==> config.mk <==
export PLATFORM = sky130hd
export DESIGN_NAME = uart_rx_fifo
export DESIGN_NICKNAME = d
export VERILOG_FILES = /design/src/rtl/uart_pkg.sv /design/src/rtl/uart_rx_fifo_if.sv /design/src/rtl/sync_fifo.sv /design/src/rtl/uart_rx_fifo.sv
export SDC_FILE = /design/constraint.sdc
export NUM_CORES = 1
export LEC_CHECK = 0
export BUFFER_PORTS_ARGS = -buffer_cell sky130_fd_sc_hd__buf_2
export CORE_MARGIN = 4
export CORE_UTILIZATION = 47
export DETAILED_ROUTE_END_ITERATION = 12
export GPL_ROUTABILITY_DRIVEN = 0
export PLACE_DENSITY = 0.75
export SETUP_SLACK_MARGIN = 0.15
export SLEW_MARGIN = 30
export SYNTH_ARGS = -nofsm -noshare
export SYNTH_HDL_FRONTEND = slang
export SYNTH_SLANG_ARGS = --single-unit
==> constraint.sdc <==
create_clock -name sys_clk -period 2.45 [get_ports sys_clk]
set_input_delay 0.3675 -clock sys_clk [delete_from_list [all_inputs] [get_ports sys_clk]]
set_output_delay 0.3675 -clock sys_clk [all_outputs]
set_load 0.02 [all_outputs]
==> src/rtl/uart_pkg.sv <==
// rtl/uart_pkg.sv - shared UART receive types, parity encodings and helpers
package uart_pkg;

    localparam int PARITY_NONE = 0;
    localparam int PARITY_EVEN = 1;
    localparam int PARITY_ODD  = 2;

    typedef enum logic [2:0] {
        ST_IDLE   = 3'd0,
        ST_START  = 3'd1,
        ST_DATA   = 3'd2,
        ST_PARITY = 3'd3,
        ST_STOP   = 3'd4
    } rx_state_e;

    function automatic logic maj3(input logic a, input logic b, input logic c);
        return (a & b) | (a & c) | (b & c);
    endfunction

endpackage

==> src/rtl/uart_rx_fifo_if.sv <==
// rtl/uart_rx_fifo_if.sv - push/pop bundle between the receive FSM and its FIFO
interface uart_rx_fifo_if #(
    parameter int WIDTH = 10,
    parameter int DEPTH = 4
);
    logic                     push_valid;
    logic [WIDTH-1:0]         push_data;
    logic                     pop_req;
    logic                     pop_valid;
    logic [WIDTH-1:0]         pop_data;
    logic                     empty;
    logic                     full;
    logic [$clog2(DEPTH):0]   count;

    modport master (
        output push_valid, push_data, pop_req,
        input  pop_valid, pop_data, empty, full, count
    );

    modport slave (
        input  push_valid, push_data, pop_req,
        output pop_valid, pop_data, empty, full, count
    );
endinterface

==> src/rtl/sync_fifo.sv <==
// rtl/sync_fifo.sv - single-clock FIFO with registered read port
module sync_fifo #(
    parameter int WIDTH = 10,
    parameter int DEPTH = 4
) (
    input  logic           clk_i,
    input  logic           rst_i,
    uart_rx_fifo_if.slave  bus
);
    localparam int AW = $clog2(DEPTH);
    localparam logic [AW:0] FULL_CNT = (AW+1)'(DEPTH);

    logic [WIDTH-1:0] mem_q [DEPTH];
    logic [AW-1:0]    wr_ptr_q;
    logic [AW-1:0]    rd_ptr_q;
    logic [AW:0]      count_q;
    logic [WIDTH-1:0] pop_data_q;
    logic             pop_valid_q;
    logic             do_pop;
    logic             do_push;

    // A pop frees the slot a same-cycle push needs, so a full FIFO still accepts it.
    assign do_pop  = bus.pop_req && (count_q != '0);
    assign do_push = bus.push_valid && ((count_q != FULL_CNT) || do_pop);

    always_ff @(posedge clk_i) begin
        if (rst_i) begin
            wr_ptr_q    <= '0;
            rd_ptr_q    <= '0;
            count_q     <= '0;
            pop_data_q  <= '0;
            pop_valid_q <= 1'b0;
        end else begin
            pop_valid_q <= do_pop;
            if (do_pop) begin
                pop_data_q <= mem_q[rd_ptr_q];
                rd_ptr_q   <= rd_ptr_q + AW'(1);
            end
            if (do_push) begin
                wr_ptr_q <= wr_ptr_q + AW'(1);
            end
            case ({do_push, do_pop})
                2'b10:   count_q <= count_q + (AW+1)'(1);
                2'b01:   count_q <= count_q - (AW+1)'(1);
                default: count_q <= count_q;
            endcase
        end
    end

    always_ff @(posedge clk_i) begin
        if (do_push) begin
            mem_q[wr_ptr_q] <= bus.push_data;
        end
    end

    assign bus.pop_data  = pop_data_q;
    assign bus.pop_valid = pop_valid_q;
    assign bus.empty     = (count_q == '0);
    assign bus.full      = (count_q == FULL_CNT);
    assign bus.count     = count_q;

endmodule

==> src/rtl/uart_rx_fifo.sv <==
// rtl/uart_rx_fifo.sv - oversampling UART receiver feeding a status-tagged receive FIFO
module uart_rx_fifo
    import uart_pkg::*;
#(
    parameter int DATA_BITS  = 8,
    parameter int OVERSAMPLE = 8,
    parameter int PARITY     = 0,
    parameter int FIFO_DEPTH = 4
) (
    input  logic                          sys_clk,
    input  logic                          rst,
    input  logic                          sample_tick,
    input  logic                          rx_data_in,
    input  logic                          rx_en,
    input  logic                          rx_req,
    output logic [DATA_BITS-1:0]          rx_data_out,
    output logic                          rx_valid,
    output logic                          rx_perr,
    output logic                          rx_ferr,
    output logic                          rx_empty,
    output logic                          rx_full,
    output logic [$clog2(FIFO_DEPTH):0]   rx_count,
    output logic                          overrun,
    input  logic                          err_clr
);
    localparam int MID     = OVERSAMPLE / 2;
    localparam int TW      = $clog2(OVERSAMPLE);
    localparam int BW      = $clog2(DATA_BITS);
    localparam int ENTRY_W = DATA_BITS + 2;

    localparam logic [TW-1:0] TICK_S0   = TW'(MID - 1);
    localparam logic [TW-1:0] TICK_MID  = TW'(MID);
    localparam logic [TW-1:0] TICK_DEC  = TW'(MID + 1);
    localparam logic [TW-1:0] TICK_LAST = TW'(OVERSAMPLE - 1);
    localparam logic [BW-1:0] LAST_BIT  = BW'(DATA_BITS - 1);

    logic [1:0]           sync_q;
    logic                 line;
    rx_state_e            state_q;
    logic [TW-1:0]        tick_q;
    logic [BW-1:0]        bit_cnt_q;
    logic [DATA_BITS-1:0] shift_q;
    logic [2:0]           samp_q;
    logic                 par_q;
    logic                 perr_q;
    logic                 bit_val;
    logic                 stop_bit;
    logic                 dec_tick;
    logic                 drop;
    logic                 overrun_q;
    logic                 overrun_d;

    uart_rx_fifo_if #(.WIDTH(ENTRY_W), .DEPTH(FIFO_DEPTH)) fifo_bus ();

    always_ff @(posedge sys_clk) begin
        if (rst) begin
            sync_q <= 2'b11;
        end else begin
            sync_q <= {sync_q[0], rx_data_in};
        end
    end
    assign line = sync_q[1];

    assign bit_val  = maj3(samp_q[0], samp_q[1], samp_q[2]);
    // The stop bit is judged on its third sample, so the line is used directly here.
    assign stop_bit = maj3(samp_q[0], samp_q[1], line);
    assign dec_tick = sample_tick && (state_q == ST_STOP) && (tick_q == TICK_DEC);

    always_ff @(posedge sys_clk) begin
        if (rst) begin
            state_q   <= ST_IDLE;
            tick_q    <= '0;
            bit_cnt_q <= '0;
            shift_q   <= '0;
            samp_q    <= '0;
            par_q     <= 1'b0;
            perr_q    <= 1'b0;
        end else if (sample_tick) begin
            tick_q <= (tick_q == TICK_LAST) ? '0 : tick_q + TW'(1);
            if (tick_q == TICK_S0)  samp_q[0] <= line;
            if (tick_q == TICK_MID) samp_q[1] <= line;
            if (tick_q == TICK_DEC) samp_q[2] <= line;
            case (state_q)
                ST_IDLE: begin
                    tick_q <= '0;
                    if (rx_en && !line) begin
                        state_q <= ST_START;
                    end
                end
                ST_START: begin
                    if (tick_q == TICK_MID && line) begin
                        state_q <= ST_IDLE;
                    end else if (tick_q == TICK_LAST) begin
                        state_q   <= ST_DATA;
                        bit_cnt_q <= '0;
                        par_q     <= 1'b0;
                        perr_q    <= 1'b0;
                    end
                end
                ST_DATA: begin
                    if (tick_q == TICK_LAST) begin
                        shift_q <= {bit_val, shift_q[DATA_BITS-1:1]};
                        par_q   <= par_q ^ bit_val;
                        if (bit_cnt_q == LAST_BIT) begin
                            state_q <= (PARITY == PARITY_NONE) ? ST_STOP : ST_PARITY;
                        end else begin
                            bit_cnt_q <= bit_cnt_q + BW'(1);
                        end
                    end
                end
                ST_PARITY: begin
                    if (tick_q == TICK_LAST) begin
                        perr_q  <= (PARITY == PARITY_ODD) ? ~(par_q ^ bit_val) : (par_q ^ bit_val);
                        state_q <= ST_STOP;
                    end
                end
                ST_STOP: begin
                    if (tick_q == TICK_DEC) begin
                        state_q <= ST_IDLE;
                    end
                end
                default: state_q <= ST_IDLE;
            endcase
        end
    end

    assign fifo_bus.push_valid = dec_tick;
    assign fifo_bus.push_data  = {~stop_bit, perr_q, shift_q};
    assign fifo_bus.pop_req    = rx_req;

    sync_fifo #(.WIDTH(ENTRY_W), .DEPTH(FIFO_DEPTH)) u_fifo (
        .clk_i (sys_clk),
        .rst_i (rst),
        .bus   (fifo_bus.slave)
    );

    assign drop = dec_tick && fifo_bus.full && !(rx_req && !fifo_bus.empty);

    always_comb begin
        overrun_d = overrun_q;
        if (err_clr) overrun_d = 1'b0;
        if (drop)    overrun_d = 1'b1;
    end

    always_ff @(posedge sys_clk) begin
        if (rst) begin
            overrun_q <= 1'b0;
        end else begin
            overrun_q <= overrun_d;
        end
    end

    assign rx_data_out = fifo_bus.pop_data[DATA_BITS-1:0];
    assign rx_perr     = fifo_bus.pop_data[DATA_BITS];
    assign rx_ferr     = fifo_bus.pop_data[DATA_BITS+1];
    assign rx_valid    = fifo_bus.pop_valid;
    assign rx_empty    = fifo_bus.empty;
    assign rx_full     = fifo_bus.full;
    assign rx_count    = fifo_bus.count;
    assign overrun     = overrun_q;

endmodule

# Word level (Yosys, flattened, before mapping)
# Memories as Yosys holds them, arrays and structs flattened. A register that Yosys moved wholly into a read port is not among the register bits.
# Cells that the tools add are included.
# W data, S select, Z words.
[word_totals]
reg_bits = 33
ram_bits = 40
n_memories = 1
[memory_table]
columns = ["memory", "words", "word_bits", "rd", "rd_ports_with_merged_regs", "write_ports", "line", "text"]
rows = [
  ["u_fifo.mem_q", 4, 10, 1, 1, 1, "sync_fifo.sv:13", "logic [WIDTH-1:0] mem_q [DEPTH];"],
]
[classes]
addsub = 6
eq_ne = 22
n_mux = 25
bitwise_logic = 11
reduce_logical = 28
[ops]
columns = ["cell", "count"]
rows = [
  ["$mux W3", 13],
  ["$eq A3 B3 Y1 const B", 6],
  ["$pmux W3 S5", 1],
  ["$ne A2 B2 Y1 const B", 7],
  ["$pmux W3 S2", 2],
  ["$reduce_and A5 Y1", 2],
  ["$add A3 B1 Y3 const B", 3],
  ["$eq A3 B2 Y1 const B", 3],
  ["$logic_and A1 B1 Y1", 9],
  ["$reduce_bool A2 Y1", 4],
  ["$mux W1", 7],
  ["$reduce_and A7 Y1", 1],
  ["$logic_not A3 Y1", 2],
  ["$ne A3 B3 Y1 const B", 2],
  ["$reduce_and A2 Y1", 3],
  ["$reduce_and A6 Y1", 1],
  ["$and A1 B1 Y1", 5],
  ["$add A2 B1 Y2 const B", 2],
  ["$or A1 B1 Y1", 4],
  ["$pmux W1 S2", 2],
  ["$eq A3 B1 Y1 const B", 1],
  ["$logic_not A1 Y1", 3],
  ["$reduce_and A3 Y1", 1],
  ["$reduce_bool A3 Y1", 1],
  ["7 further kinds", 7],
]

# Depth between registers and ports, before layout
# Gate-level depths: netlist of the first run.
[logic_depth]
ltp_word = 6
ltp_mapped = 11
depth_no_buf = 11

# Modules after synthesis
# From an unflattened synthesis of the first run, not the netlist that was laid out.
[hier_totals]
cells_unflattened = 282
hier_area_um2 = 3532.1
[modules_own_cells]
columns = ["mod", "n_inst", "cells_per_inst", "area_per_inst_um2", "seq_area_each_um2"]
rows = [
  ["sync_fifo", 1, 148, 2297.2, 1561.5],
  ["uart_rx_fifo", 1, 134, 1234.9, 500.5],
]

# Worst setup path after synthesis of the first run
# OpenSTA, ideal clock, no wires.
[synth_path]
kind = "reg2reg"
startpoint = "reg u_fifo.count_q[0], in the netlist u_fifo.bus.count[0]"
endpoint = "reg u_fifo.count_q[2], in the netlist u_fifo.bus.count[2]"
t_arrival_ns = 2.339
path_slack_ns = 0.040
path_stages_with_launch = 11
period_less_slack_ns = 2.410
cell_sequence = "dfxtp_1 nor3_1 nand2b_1 inv_1 buf_2 ha_1 inv_1 fa_1 xor2_1 or3_1 a21oi_1"
[synth_via]
elab_chain_cells = 6
[synth_rtl]
columns = ["item", "line", "text"]
rows = [
  ["start: declaration", "sync_fifo.sv:16", "logic [AW:0] count_q;"],
  ["start signal: assignment", "sync_fifo.sv:43", "2'b10: count_q <= count_q + (AW+1)'(1);"],
  ["start signal: assignment", "sync_fifo.sv:44", "2'b01: count_q <= count_q - (AW+1)'(1);"],
  ["start signal: assignment", "sync_fifo.sv:45", "default: count_q <= count_q;"],
  ["$reduce_bool A3 Y1 (*)", "sync_fifo.sv:23", "assign do_pop = bus.pop_req && (count_q != '0);"],
  ["$logic_and A1 B1 Y1 (*)", "sync_fifo.sv:23", ""],
  ["via u_fifo.do_pop", "sync_fifo.sv:19", "logic do_pop;"],
  ["$logic_or A1 B1 Y1", "sync_fifo.sv:24", "assign do_push = bus.push_valid && ((count_q != FULL_CNT) || do_pop);"],
  ["$logic_and A1 B1 Y1", "sync_fifo.sv:24", ""],
  ["$eq A2 B1 Y1 / $eq A2 B2 Y1 (equally long branches)", "sync_fifo.sv:42", "case ({do_push, do_pop})"],
  ["$pmux W3 S2 / $reduce_bool A2 Y1 (equally long branches)", "--", ""],
]
# The timed path passes the listed nets; every way through them passes the cells marked *.
# A chain may end at the register's enable or synchronous reset.

# Worst setup path after layout of the first run
[layout_path]
startpoint = "reg tick_q[1]"
endpoint = "reg u_fifo.count_q[2], in the netlist u_fifo.bus.count[2]"
[layout_via]
elab_chain_cells = 5
[layout_rtl]
columns = ["item", "line", "text"]
rows = [
  ["start: declaration", "uart_rx_fifo.sv:40", "logic [TW-1:0] tick_q;"],
  ["start signal: assignment", "uart_rx_fifo.sv:79", "tick_q <= (tick_q == TICK_LAST) ? '0 : tick_q + TW'(1);"],
  ["$eq A3 B3 Y1 (*)", "uart_rx_fifo.sv:67", "assign dec_tick = sample_tick && (state_q == ST_STOP) && (tick_q == TICK_DEC);"],
  ["$logic_and A1 B1 Y1 (*)", "uart_rx_fifo.sv:67", ""],
  ["$logic_and A1 B1 Y1 (*)", "sync_fifo.sv:24", ""],
  ["$eq A2 B1 Y1 / $eq A2 B2 Y1 (equally long branches)", "sync_fifo.sv:42", ""],
  ["$pmux W3 S2 / $reduce_bool A2 Y1 (equally long branches)", "--", ""],
]
# Mark *: on every way between the ends. The rest lies on a longest branch, timed or not.

==> impl_metrics.tcl, run 1 <==
set metrics [dict create \
    status "complete, no violations" \
    min_period_ns 2.190 \
    seq_area_frac_synth 0.5875 \
    antenna_found_initial 0 \
    fmax_ghz 0.4566 \
    cp.arrival_ns 2.45 \
    rsz0062_at_grt "no" \
    wire_per_inst_um 13.49 \
    syn_nets 301 \
    drv_cap 0 \
    worst_slew_pin_slew_ns 0.6122 \
    drt_iter0_drc 73 \
    cts_hold_buf 0 \
    grt_pass1_wl_um 9397 \
    synth_flop_cell "dfxtp_1" \
    synth_edf_count 40 \
    drc 0 \
    synth.distinct_cells 47 \
    internal-power_mw 1.941 \
    grtUsageTotal 0.1351 \
    ant_nets 0 \
    endpoint_kind "register" \
    fin_worst_skew_ns 0.009723 \
    nFillCells 612 \
    firstDrtPassIters 4 \
    cts_buffer_depth 2 \
    io_pins 24 \
    tritoncts "built" \
    antenna_cells 0 \
    first_global_vias 1979 \
    required_ns 2.71 \
    cts-root-buf "clkbuf_8" \
    dpl.cell_count 398 \
    relSlewSlack 0.5910 \
    async_reset_ff_frac 0 \
    cp_max_fo 3 \
    syn_to_final_growth_pct 13.30 \
    cts_sinks 83 \
    start_util 0.4839 \
    swShare 0.2096 \
    path_clk_slew_ns 0.08 \
    htreeDepth 3 \
    rows 31 \
    yosysWarnings 0 \
    clock_power_share 0.394 \
    dieWidth_um 94.42 \
    seqPwrFrac 0.588 \
    yosysMostFrequentCell "dfxtp_1" \
    pwr_density_cell_mw_per_mm2 617.7 \
    cp-start-kind "register" \
    nNetsFinal 330 \
    stdcell_area_mm2 0.003976 \
    place_area_mm2 0.003755 \
    die_area_mm2 0.008914 \
    timing.final.crit_share 0.8938 \
    setup_viol 0 \
    io_buffer_count 23 \
    final_util 0.5482 \
    viasPerCell 5.058 \
    synth-seq-cells 83 \
    routed_wl_um 5586 \
    clock_latency_ns 0.34 \
    synth_area_mm2 0.003510 \
    final_max_slew_viol_count 0 \
    synth_top_area_share 0.3422 \
    core_mm2 0.007253 \
    hp-class "input port to register" \
    cts_inserted_buffers 9 \
    grt_max_degree 28 \
    final_cell_count_no_fill 414 \
    overflow 0 \
    syn_inst 281 \
    vias 2094 \
    hold_viol 0 \
    ir_drop_uv 340.5 \
    path_class "register to register" \
    power.static_leakage_nw 1.401 \
    die_h_um 94.42 \
    syn_area_per_cell_um2 12.49 \
    drive_above_1_share 0.2317 \
    synth_area_leaders "edfxtp_1, dfxtp_1, mux4_2" \
    finalSetupTns_ns 0 \
    synth_commonest_cells "dfxtp_1, edfxtp_1, nor2_1" \
    p_switching_mw 0.5148 \
    yosys.area.top_type "edfxtp_1" \
    power.share.combinational 0.018 \
    dpl.hpwl_um 3889 \
]
-- final cells by class --
cell class | count | area [µm²] | area share
clock buffer | 10 | 127.6 | 0.03210
clock inverter | 6 | 73.82 | 0.01857
inverter | 10 | 37.54 | 0.009440
multi-input combinational | 176 | 1379 | 0.3468
sequential | 83 | 2067 | 0.5198
tap | 99 | 123.9 | 0.03115
timing repair buffer | 30 | 167.7 | 0.04216
-- routing by layer --
metal	vias to the layer above	global-route usage	share of wire
li1	1057	-	-
met1	1000	0.1814	0.46
met2	35	0.2181	0.50
met3	2	0.01912	0.030
met4	0	0.06137	0.0086
met5	-	0	0
-- state kept, by name, indices dropped and copies added, names as in the netlist, 3 cells and up --
name,flops
tick_q,3
samp_q,3
u_fifo.mem_q,40
state_q,3
u_fifo.bus.count,3
shift_q,8
u_fifo.bus.pop_data,10
bit_cnt_q,3
-- path summary, 6_finish.rpt --
path                          start                                to  slack (ns)  cells past startpoint
min reg2reg    sync_q[0]$_SDFF_PP1_              sync_q[1]$_SDFF_PP1_        0.42                      1
min                      rx_data_in              sync_q[0]$_SDFF_PP1_        0.21                      2
max          tick_q[1]$_SDFFE_PP0P_  u_fifo.bus.count[2]$_SDFFE_PP0P_        0.26                     11
max reg2reg  tick_q[1]$_SDFFE_PP0P_  u_fifo.bus.count[2]$_SDFFE_PP0P_        0.26                     11
-- critical path: stages (launching register included) --
cell and delay [ns]:
dfxtp_1 0.36, inv_1 0.07, ha_1 0.22, nand3_4 0.12, nor4_4 0.06, inv_1 0.07, ha_2 0.19, inv_1 0.05
fa_1 0.36, xor2_1 0.15, or3_1 0.31, a21oi_1 0.15
-- stage by stage --
step,hold slack [ns],worst slack [ns],power [mW]
final,0.2141,0.2601,2.456
after global routing,0.2014,0.1547,2.552
after CTS,0.2019,0.2142,2.482
after detailed placement,0.3979,0.1613,1.519
after global placement,0.3964,0.2420,1.519
after floorplan,0.3895,0.2107,1.507
-- cell usage in the layout (no fill, tap or decap), types with 10 or more instances in the layout --
cell      netlist  routed
mux2i_1        14      14
ha_1           12      11
inv_1          10      10
nand2_1        24      24
mux4_2         10      10
edfxtp_1       40      40
dfxtp_1        43      39
buf_2           4      23
nor2_1         25      25
a21oi_1        21      21
-- power groups by stage --
stage | logic [mW] | registers [mW] | clock network [mW]
floorplan | 0.0318 | 1.48 | 0
CTS | 0.0440 | 1.44 | 0.995
finish | 0.0444 | 1.44 | 0.968
detailed placement | 0.0438 | 1.48 | 0
global placement | 0.0430 | 1.48 | 0
global route | 0.0491 | 1.44 | 1.06
-- cells by family after synthesis --
logic type	synth area share
AOI/OAI and AO/OA	0.06275
and+or+nand+nor	0.1469
buffers and inverters	0.02817
xor gates and xnor gates	0.01498
adders and majority gates	0.05134
DFF	0.5875
muxes	0.1084
-- repair_timing --
action	CTS	global route
setup buffers	0	0
endpoints found under the setup margin	0	1
gates resized for setup	0	4
No activity file was read; power rests on OpenSTA's default activity.
==> run 2: changes to the inputs <==
- clock period: 2.45 -> 2.2 ns (I/O delays scaled with it)
==> run 2 against run 1 <==
  * Sequential power is 11% higher
  * Combinational power up 17%
  * Worst hold slack got worse by 0.042 ns
  * Setup slack worse by 0.15 ns
  * Cell count rose by 2.2%
  * Non-clock buffer count increased by 9
  * First-iteration DRC count grew 1.4%
  * Via count is 3.2% higher
  * Final area rose by 3.4%
  * Fmax increased by 4.9%
  * Die area is the same
  * Largest power group unchanged
==> impl_metrics.tcl, run 2 (same netlist as run 1, synthesis figures left out) <==
set metrics [dict create \
    status "complete, no violations" \
    cp_slowest_cell "dfxtp_4" \
    endpoint_kind "register" \
    layout_common_cells "edfxtp_1, dfxtp_1, nor2_1" \
    fin_worst_skew_ns 0.006713 \
    overflow 0 \
    core_mm2 0.007253 \
    viasPerCell 5.106 \
    max_stage_delay_ns 0.37 \
    clock_latency_ns 0.34 \
    grt_pass1_wl_um 10010 \
    htreeDepth 3 \
    firstDrtPassIters 4 \
    cts_inserted_buffers 9 \
    largest_register "u_fifo.mem_q" \
    cts_buffer_depth 2 \
    relSlewSlack 0.6241 \
    ir_drop_uv 274.8 \
    dpl.hpwl_um 4052 \
    drive_above_1_share 0.2778 \
    grt_max_degree 28 \
    routed_wl_um 5930 \
    rows 31 \
    rsz0062_at_grt "yes" \
    min_period_ns 2.088 \
    cp-start-kind "register" \
    syn_to_final_growth_pct 17.18 \
    layout_commonest_cell "edfxtp_1" \
    cp_max_fo 5 \
    timing.final.crit_share 0.9490 \
    final_cell_count_no_fill 423 \
    vias 2160 \
    setup_viol 0 \
    cts_hold_buf 0 \
    fmax_ghz 0.4790 \
    pwr_density_cell_mw_per_mm2 693.5 \
    first_global_vias 2095 \
    drt_iter0_drc 74 \
    p_total_mw 2.852 \
    cts-root-buf "clkbuf_8" \
    tritoncts "built" \
    worst_slew_pin_slew_ns 0.5627 \
    path_class "register to register" \
    largest_register_ffs 40 \
    die_h_um 94.42 \
    required_ns 2.48 \
    hold_viol 0 \
    wire_per_inst_um 14.02 \
    die_area_mm2 0.008914 \
    dpl.cell_count 402 \
    cp.arrival_ns 2.36 \
    start_util 0.4839 \
    final_util 0.5670 \
    hp-class "input port to register" \
    dieWidth_um 94.42 \
    path_clk_slew_ns 0.09 \
    hold_ws_ns 0.1718 \
    cts_sinks 83 \
    antenna_cells 0 \
    io_pins 24 \
    io_buffer_count 23 \
    worstPathCellList "nor4b_4 > nor4_4 > inv_1 > ha_2 > inv_1 > fa_2 > xor2_1 > or3_1 > a21oi_2" \
    antenna_found_initial 0 \
    grtUsageTotal 0.1452 \
    crit_top_cell "inv_1" \
    drc 0 \
    nNetsFinal 339 \
    power.static_leakage_nw 1.485 \
    drv_cap 0 \
    final_max_slew_viol_count 0 \
    ant_nets 0 \
]
-- run 2: cell count changes in the layout (fill, tap and decap cells not counted), moves of 2 or more --
cell / change
dfxtp_2: -2
inv_2: +2
dfxtp_4: +3
inv_1: -2
buf_4: +9
-- run 2: cell type report --
type,instances,area (µm²)
clock buffer,11,162.7
clock inverter,5,66.31
fill,563,3141
inverter,10,37.54
multi-input combinational,176,1411
sequential,83,2076
tap,99,123.9
timing repair buffer,39,235.2
-- run 2: timing repair --
item / in CTS / in global routing
endpoints found under the setup margin: 1 / 2
gates resized for setup: 5 / 2
setup buffers: 4 / 1
pin swaps: 4 / 2
-- run 2: per-layer routing --
metal / routed length [µm] / share of wire / track usage
met5: 0 / 0 / 0
met4: 61 / 0.010 / 0.05054
met3: 233 / 0.039 / 0.03825
met2: 2826 / 0.48 / 0.2340
met1: 2810 / 0.47 / 0.1906
-- run 2: per-stage QoR --
| step | setup TNS, ns | setup WS, ns | area [µm²] |
|---|---|---|---|
| after floorplan | 0 | 0.1510 | 3566 |
| after global placement | 0 | 0.07018 | 3820 |
| after detailed placement | -0.04954 | -0.04954 | 3820 |
| after CTS | 0 | 0.1185 | 4100 |
| after global routing | 0 | 0.01781 | 4113 |
| final | 0 | 0.1121 | 4113 |
-- run 2: worst paths after layout --
kind | startpoint | end | slack (ns) | cells past startpoint
min | rx_data_in | sync_q[0]$_SDFF_PP1_ | 0.17 | 2
max | u_fifo.bus.count[1]$_SDFFE_PP0P_ | u_fifo.bus.count[2]$_SDFFE_PP0P_ | 0.11 | 9
min reg2reg | sync_q[0]$_SDFF_PP1_ | sync_q[1]$_SDFF_PP1_ | 0.42 | 1
max reg2reg | u_fifo.bus.count[1]$_SDFFE_PP0P_ | u_fifo.bus.count[2]$_SDFFE_PP0P_ | 0.11 | 9
-- run 2: power by group --
| part | internal [mW] | switching [mW] | total, mW |
|---|---|---|---|
| Combinational | 0.0201 | 0.0320 | 0.0521 |
| Sequential | 1.60 | 0.00323 | 1.60 |
| Clock | 0.638 | 0.557 | 1.20 |
-- run 2: worst max-delay path, delay by kind of cell, from the launching register on --
kind | cells | cell delay (ns)
fa+ha+maj | 2 | 0.50
xor+xnor | 1 | 0.16
buf+inv | 2 | 0.11
simple gates | 3 | 0.77
flops | 1 | 0.37
compound gates | 1 | 0.12
==> run 3: changes to the inputs <==
- CTS_BUF_LIST: not set -> sky130_fd_sc_hd__clkbuf_2
==> run 3 against run 2 <==
  * Final area fell by 0.61%
  * Core utilization fell by 0.34 points
  * Largest power group unchanged
  * Sequential share of layout area rose by 0.40 points
  * Global-route usage barely moved
  * Clock skew rose by 0.011 ns
==> impl_metrics.tcl, run 3 (same netlist as run 1, synthesis figures left out) <==
set metrics [dict create \
    start_util 0.4839 \
    rows 31 \
    die_h_um 94.42 \
    path_class "register to register" \
    vias 2228 \
    io_buffer_count 23 \
    worst_slew_pin_slew_ns 0.5759 \
    cts_sinks 83 \
    hp-class "input port to register" \
    r2r_cells 9 \
    layout_commonest_cell "edfxtp_1" \
    cts_inserted_buffers 9 \
    drt_iter0_drc 65 \
    final_max_slew_viol_count 0 \
    max_stage_delay_ns 0.41 \
    ir_drop_uv 275.8 \
    status "complete, no violations" \
    antenna_found_initial 0 \
    cp_max_fo 5 \
    drive_above_1_share 0.2888 \
    grt_max_degree 28 \
    power.static_leakage_nw 1.479 \
    fin_worst_skew_ns 0.01818 \
    final_cell_count_no_fill 428 \
    htreeDepth 3 \
    cts-root-buf "clkbuf_2" \
    overflow 0 \
    dpl.hpwl_um 4052 \
    crit_family "simple AND/OR/NAND/NOR gates" \
    largest_register_ffs 40 \
    clock_latency_ns 0.49 \
    nNetsFinal 344 \
    setup_viol 0 \
    pwr_density_cell_mw_per_mm2 628.8 \
    place_area_mm2 0.003820 \
    syn_to_final_growth_pct 16.47 \
    layout_common_cells "edfxtp_1, dfxtp_1, nor2_1" \
    relSlewSlack 0.6152 \
    rsz0062_at_grt "yes" \
    grt_pass1_wl_um 10030 \
    die_area_mm2 0.008914 \
    io_pins 24 \
    dpl.cell_count 402 \
    min_period_ns 2.111 \
    core_mm2 0.007253 \
    ant_nets 0 \
    fmax_ghz 0.4736 \
    drc 0 \
    crit_top_cell "inv_1" \
    holdPathStages 4 \
    antenna_cells 0 \
    cts_buffer_depth 2 \
    worstPathCellList "nor4b_4 > nor4_4 > inv_1 > ha_2 > inv_1 > fa_2 > xor2_1 > or3_1 > a21oi_2" \
    firstDrtPassIters 4 \
    tritoncts "built" \
    wire_per_inst_um 14.09 \
    hold_viol 0 \
    cp-start-kind "register" \
    grtUsageTotal 0.1451 \
    drv_cap 0 \
    stdcell_area_mm2 0.004088 \
    timing.final.crit_share 0.9597 \
    routed_wl_um 6029 \
    path_clk_slew_ns 0.22 \
    largest_register "u_fifo.mem_q" \
    cp_slowest_cell "dfxtp_4" \
    dieWidth_um 94.42 \
    required_ns 2.64 \
    path_buf_inv 2 \
    p_total_mw 2.570 \
    viasPerCell 5.206 \
    first_global_vias 2118 \
    cp.arrival_ns 2.55 \
    endpoint_kind "register" \
    cp_num_cells 9 \
]
[run 3: cell count changes in the layout (fill, tap and decap cells not counted), sizes merged]
| cell | delta |
|---|---|
| dlygate4sd3 | +1 |
| buf | +4 |
| bufinv | +1 |
| clkinv | +1 |
| clkbuf | -2 |
[run 3: final timing paths]
check | start | to | slack [ns]
worst max-delay path | u_fifo.bus.count[1]$_SDFFE_PP0P_ | u_fifo.bus.count[2]$_SDFFE_PP0P_ | 0.09
worst min-delay path | err_clr | overrun$_SDFFE_PP0P_ | 0.11
worst max register to register | u_fifo.bus.count[1]$_SDFFE_PP0P_ | u_fifo.bus.count[2]$_SDFFE_PP0P_ | 0.09
worst min register to register | sync_q[0]$_SDFF_PP1_ | sync_q[1]$_SDFF_PP1_ | 0.44
[run 3: worst register-to-register path, delay by kind of cell, from the launching register on]
family | cells | cell delay [ns]
compound gates | 1 | 0.13
xor+xnor | 1 | 0.16
fa+ha+maj | 2 | 0.50
buf+inv | 2 | 0.11
flops | 1 | 0.41
simple gates | 3 | 0.77
[run 3: metal layers]
layer,global-route usage,wire [µm],vias to the layer above
li1,-,-,1088
met1,0.1887,2845,1085
met2,0.2376,2902,44
met3,0.02151,167,11
met4,0.07220,114,0
met5,0,0,-
[run 3: per-stage QoR]
stage          setup slack (ns)    util  setup TNS [ns]  hold WS (ns)
2_1_floorplan            0.1510       -               0        0.3895
3_3_place_gp            0.07018  0.5267               0        0.3983
3_5_place_dp           -0.04954  0.5267        -0.04954        0.3983
4_1_cts                 0.08950  0.5563               0       0.06795
5_1_grt                 0.01011  0.5636               0        0.1067
6_report                0.08870  0.5636               0        0.1148
[run 3: where the power goes]
part	internal, mW	leakage [nW]	switching (mW)
Clock	0.387	0.0821	0.522
Sequential	1.60	0.749	0.00337
Combinational	0.0213	0.647	0.0325
[run 3: area by class of cell]
type                            instances  area (µm²)
Tap cell                               99       123.9
Sequential cell                        83        2079
Inverter                               10       37.54
Multi-Input combinational cell        176        1414
Fill cell                             569        3166
Timing Repair Buffer                   44       287.8
Clock buffer                            9       45.04
Clock inverter                          7       100.1
[run 3: repair_timing]
item                                    CTS  global route
pin swaps                                 4             3
buffers inserted                          5             4
hold buffers                              1             0
resized for setup                         6             4
endpoints found under the setup margin    2             4
hold endpoints to repair                  1             0
